## src/rtl/gpio_word_packer_pkg.sv

```systemverilog
// Shared constants and the GPIO chunk layout for the GPIO word packer and
// its matching unpacker.
package gpio_word_packer_pkg;

    localparam int WORD_BITS       = 32;
    localparam int GPIO_CHUNK_BITS = 8;
    localparam int GPIO_LAST_BIT   = 8;

    // One GPIO bus beat: bit 8 closes the current word early.
    typedef struct packed {
        logic                       last;
        logic [GPIO_CHUNK_BITS-1:0] payload;
    } gpio_chunk_t;

    function automatic gpio_chunk_t make_chunk(
        input logic                       last,
        input logic [GPIO_CHUNK_BITS-1:0] payload
    );
        gpio_chunk_t c;
        c.last    = last;
        c.payload = payload;
        return c;
    endfunction

endpackage

```

## src/rtl/gpio_word_packer_out_reg.sv

```systemverilog
// Single-entry val/rdy output register with load/drain and pass-through ready.
// Reusable as the output stage of the matching downstream unpacker.
module gpio_packer_out_reg #(
    parameter int W = 32
) (
    input  logic         clk,
    input  logic         reset,
    input  logic         i_load,
    input  logic [W-1:0] i_load_data,
    input  logic         i_drain_rdy,
    output logic         o_val,
    output logic [W-1:0] o_data,
    output logic         o_load_rdy
);

    logic         r_val;
    logic [W-1:0] r_data;

    // A new entry may load when empty or when the held entry leaves this cycle.
    assign o_load_rdy = !r_val || i_drain_rdy;
    assign o_val      = r_val;
    assign o_data     = r_data;

    always_ff @(posedge clk or negedge reset) begin
        if (!reset) begin
            r_val  <= 1'b0;
            r_data <= '0;
        end else if (i_load && o_load_rdy) begin
            r_val  <= 1'b1;
            r_data <= i_load_data;
        end else if (i_drain_rdy) begin
            r_val  <= 1'b0;
        end
    end

endmodule

```

## src/rtl/gpio_word_packer.sv

```systemverilog
// Packs little-endian GPIO chunks (val/rdy, bit 8 = last) into full words.
// Optional idle-flush of partial words: define GPIO_PACKER_TIMEOUT_EN.
module gpio_word_packer
    import gpio_word_packer_pkg::*;
#(
    parameter int BIT_WIDTH      = WORD_BITS,
    parameter int CHUNK_WIDTH    = GPIO_CHUNK_BITS,
    parameter int TIMEOUT_CYCLES = 16
) (
    input  logic                   clk,
    input  logic                   reset,
    input  logic                   i_stream_val,
    input  logic [CHUNK_WIDTH:0]   i_stream_data,
    output logic                   i_stream_rdy,
    output logic                   o_stream_val,
    output logic [BIT_WIDTH-1:0]   o_stream_data,
    input  logic                   o_stream_rdy,
    output logic                   partial
);

    localparam int N     = BIT_WIDTH / CHUNK_WIDTH;
    localparam int CNT_W = (N > 1) ? $clog2(N) : 1;
    localparam logic [CNT_W-1:0] CNT_MAX = CNT_W'(N - 1);

    logic [BIT_WIDTH-1:0]   r_acc;
    logic [CNT_W-1:0]       r_cnt;
    logic [BIT_WIDTH-1:0]   w_merged;
    logic [BIT_WIDTH-1:0]   w_load_data;
    logic [CHUNK_WIDTH-1:0] w_payload;
    logic                   w_last;
    logic                   w_load_rdy;
    logic                   w_accept;
    logic                   w_complete;
    logic                   w_flush;
    logic                   w_load;

    assign w_payload  = i_stream_data[CHUNK_WIDTH-1:0];
    assign w_last     = i_stream_data[CHUNK_WIDTH];
    assign w_accept   = i_stream_val && w_load_rdy;
    assign w_complete = w_accept && (w_last || (r_cnt == CNT_MAX));

    // Accumulator with the incoming chunk dropped into its slot; unwritten
    // upper slots are already zero because the accumulator clears per word.
    always_comb begin
        w_merged = r_acc;
        for (int i = 0; i < N; i++) begin
            if (r_cnt == CNT_W'(i)) begin
                w_merged[i*CHUNK_WIDTH +: CHUNK_WIDTH] = w_payload;
            end
        end
    end

`ifdef GPIO_PACKER_TIMEOUT_EN
    localparam int TW = $clog2(TIMEOUT_CYCLES + 1);
    localparam logic [TW-1:0] T_MAX = TW'(TIMEOUT_CYCLES);
    localparam logic [TW-1:0] T_PRE = TW'(TIMEOUT_CYCLES - 1);

    logic [TW-1:0] r_timer;
    logic          w_idle;

    assign w_idle  = (r_cnt != '0) && !w_accept;
    // Flush on the idle cycle that brings the timer to its limit, or later
    // once a blocked output frees up (timer then sits saturated).
    assign w_flush = w_idle && w_load_rdy && (r_timer >= T_PRE);

    always_ff @(posedge clk or negedge reset) begin
        if (!reset) begin
            r_timer <= '0;
        end else if (w_accept || w_flush || (r_cnt == '0)) begin
            r_timer <= '0;
        end else if (r_timer != T_MAX) begin
            r_timer <= r_timer + TW'(1);
        end
    end
`else
    assign w_flush = 1'b0;
`endif

    assign w_load      = w_complete || w_flush;
    assign w_load_data = w_complete ? w_merged : r_acc;

    always_ff @(posedge clk or negedge reset) begin
        if (!reset) begin
            r_acc <= '0;
            r_cnt <= '0;
        end else if (w_load) begin
            r_acc <= '0;
            r_cnt <= '0;
        end else if (w_accept) begin
            r_acc <= w_merged;
            r_cnt <= r_cnt + CNT_W'(1);
        end
    end

    gpio_packer_out_reg #(
        .W (BIT_WIDTH)
    ) u_out_reg (
        .clk         (clk),
        .reset       (reset),
        .i_load      (w_load),
        .i_load_data (w_load_data),
        .i_drain_rdy (o_stream_rdy),
        .o_val       (o_stream_val),
        .o_data      (o_stream_data),
        .o_load_rdy  (w_load_rdy)
    );

    assign i_stream_rdy = w_load_rdy;
    assign partial      = (r_cnt != '0);

endmodule

```

## config.mk

```make
export PLATFORM = sky130hd
export DESIGN_NAME = gpio_word_packer
export DESIGN_NICKNAME = d
export VERILOG_FILES = /design/src/rtl/gpio_word_packer_pkg.sv /design/src/rtl/gpio_word_packer_out_reg.sv /design/src/rtl/gpio_word_packer.sv
export SDC_FILE = /design/constraint.sdc
export NUM_CORES = 1
export LEC_CHECK = 0
export CAP_MARGIN = 40
export CORE_AREA = 2 2 85 87
export CTS_CLUSTER_SIZE = 20
export DETAILED_ROUTE_END_ITERATION = 7
export DIE_AREA = 0 0 87 89
export GPL_TIMING_DRIVEN = 1
export PLACE_DENSITY = 0.73
export SLEW_MARGIN = 25
export SYNTH_ARGS = -nofsm -noshare
export SYNTH_HDL_FRONTEND = slang
export SYNTH_HIERARCHICAL = 1
export SYNTH_SLANG_ARGS = --single-unit
```

## constraint.sdc

```tcl
create_clock -name clk -period 2.3 [get_ports clk]
set_input_delay 0.23 -clock clk [delete_from_list [all_inputs] [get_ports clk]]
set_output_delay 0.23 -clock clk [all_outputs]
set_load 0.1 [all_outputs]
```

==> reports/qor.txt <==
Horiz. Die Dim: 87 um
Library cells used by synthesis: 24
Setup_tns: 0 ps
H-tree levels: 3
Routed length per instance: 19.1 um
Final core utilization: 59.8%
Overflow after GRT: 0
Final min period: 1960 ps
Sequential-to-total area share from yosys stat: 50.4%
Syn Nets: 226
Total Routed Length: 6.69 mm
GRT Total Usage: 18.8%
Row count: 30
Fmax: 509 MHz
Fillcell total: 530
Rel. slew slack: 55.7%
RSZ-0062 raised after global routing: no
Post-synth EDFFs: 0
First-pass GRT wire length: 10.8 mm
Die ar.: 0.00774 mm2
Setup Skew: 4.31 ps
Share of layout cells above drive strength 1: 51.9%
Final period utilization: 85.4%
Data required, critical path: 2530 ps
TritonCTS Buffers: 9
Crit path max-delay family: multiplexers
WP buf/inv: 1
Status: completed
Clk buf depth: 2
DRC Markers: 0
Clk_lat worst skew: 340 ps
Avg Cell Area, Syn: 16.1 um2
CTS tree: built
Root buf cell: clkbuf_8
Final Max Tran Viols: 0
Cells after synthesis: 207
Setup CP Type: flop to flop
First drt pass iteration count: 4
Clock transition at path regs: 70 ps
FF+latch count, synth: 67
Worst setup SP type: flop
Die extent in y: 89 um
Hpwl dp: 4.34 mm
Area delta synth->final: 20.6%
Fin area: 0.00402 mm2
Number of antenna violations at the first check in global routing: 0
Ys async rst share: 100%
Iteration-0 DRC Markers: 90
Peak VDD IR: 0.806 mV
I/O pin total: 48
CP peak stage delay: 430 ps
Clk sinks: 67
Final Hold Viols: 0
Worst hold path class: input port to asynchronous set/reset pin
Total power: 4.47 mW
Core area: 0.00672 mm2
Critical path, cell by cell: ha_1 -> buf_4 -> o2111ai_4 -> mux2_2 -> mux2_4
Placed cell areas: 0.00381 mm2
Power Dens Cells: 1110 mW/mm2
Vias in the first global route: 2091
Largest net degree at the start of global routing: 41
YS warnings: 6
Post-CTS setup buffer count: 0
GP Congestion: 0.811
Ant diodes: 0
Static Leak: 1.98 nW
Vias post-DR: 2062
Initial core utilization: 49.6%
# Max-Cap Violations: 0
Antenna Nets Post-Route: 0
Vias per cell: 5.89
Max FO, Critical Path: 13
Worst Path Arrival: 2190 ps
Slowest CP cell: dfrtp_1
Syn Std Cell Area: 0.00333 mm2
Nets: 285
Port Buffers: 47
Crit end category: flop
Ys flop type: dfrtp_1
Slew @ Worst Pin: 665 ps
Endpoints failing setup: 0
-- layer usage --
metal | vias up | wire [um] | global-route usage (%)
li1 | 934 | - | -
met1 | 1056 | 3060 | 25.7
met2 | 61 | 3130 | 28.2
met3 | 11 | 367 | 4.80
met4 | 0 | 123 | 8.38
met5 | - | 0 | 0
-- sequential cells by signal, summed over array words and instances (netlist names) --
| name | cells |
|---|---|
| r_acc | 32 |
| r_cnt | 2 |
| u_out_reg/o_val | 1 |
| u_out_reg/o_data | 32 |
-- worst paths after layout --
path | startpoint | to | cells after the start | slack, ps
min in group clk | r_acc[10] | r_acc[10] | 1 | 490
min | reset | u_out_reg/o_data[12] | 2 | 460
min reg2reg | r_acc[10] | r_acc[10] | 1 | 490
max | r_cnt[1] | u_out_reg/o_data[15] | 5 | 340
max in group asynchronous | reset | r_acc[26] | 3 | 1190
max reg2reg | r_cnt[1] | u_out_reg/o_data[15] | 5 | 340
-- worst reg2reg max path, cell delays in order, from the launching register on --
cell and delay (ps):
dfrtp_1 430, ha_1 200, buf_4 210, o2111ai_4 360
mux2_2 390, mux2_4 260
-- power by group --
| part | internal [mW] | switching, mW |
|---|---|---|
| combinational | 0.595 | 1.40 |
| clock | 0.553 | 0.412 |
| sequential | 1.39 | 0.122 |
| total | 2.54 | 1.93 |
-- placed cells by master, fill, tap and decap left out, types with 2 or more instances in the layout --
cell / count
buf_4: 47
mux2_2: 35
a32o_1: 31
clkbuf_1: 2
clkbuf_8: 11
o2111ai_4: 4
buf_12: 3
nor2_1: 2
inv_1: 3
clkdlybuf4s50_1: 11
o311ai_2: 4
ha_1: 6
mux2_4: 30
dfrtp_1: 66
-- layout make-up --
class	count	area [um2]	share of cell area [%]
Timing Repair Buffer	63	538	13.4
Clock inverter	2	35.0	0.872
Inverter	3	11.3	0.280
Clock buffer	13	159	3.96
Multi-Input combinational cell	122	1500	37.2
Sequential cell	67	1680	41.8
Tap cell	80	100	2.49
-- stage by stage --
| step | hold slack [ps] | worst slack (ps) | std cells |
|---|---|---|---|
| floorplan | -65.6 | 72.6 | 207 |
| global placement | 300 | 254 | 334 |
| detailed placement | 305 | 243 | 334 |
| CTS | 468 | 329 | 350 |
| global route | 496 | 246 | 350 |
| finish | 464 | 337 | 350 |
-- cell usage after synthesis (2+ instances only) --
cell type,n,area [um2]
buf_12,3,60.1
o2111ai_4,4,105
o311ai_2,4,65.1
buf_6,3,33.8
inv_1,3,11.3
mux2_4,30,450
dfrtp_1,67,1680
ha_1,6,75.1
buf_2,3,15.0
mux2_2,35,394
a32o_1,31,310
clkbuf_1,2,7.51
buf_4,4,30.0
nor2_1,2,7.51
-- cell families after synthesis --
logic type / Yosys count / synth area share [%]
compound gates: 43 / 15.4
fa+ha+maj: 6 / 2.25
buf+inv: 18 / 4.74
flops: 67 / 50.4
mux: 65 / 25.4
simple gates: 8 / 1.84
-- what timing repair did --
item,4_1_cts,5_1_grt
hold buffers,1,0
endpoints found under the setup margin,0,0
hold endpoints to repair,27,0
resized for setup,0,0
(Power assumes the default switching activity.)
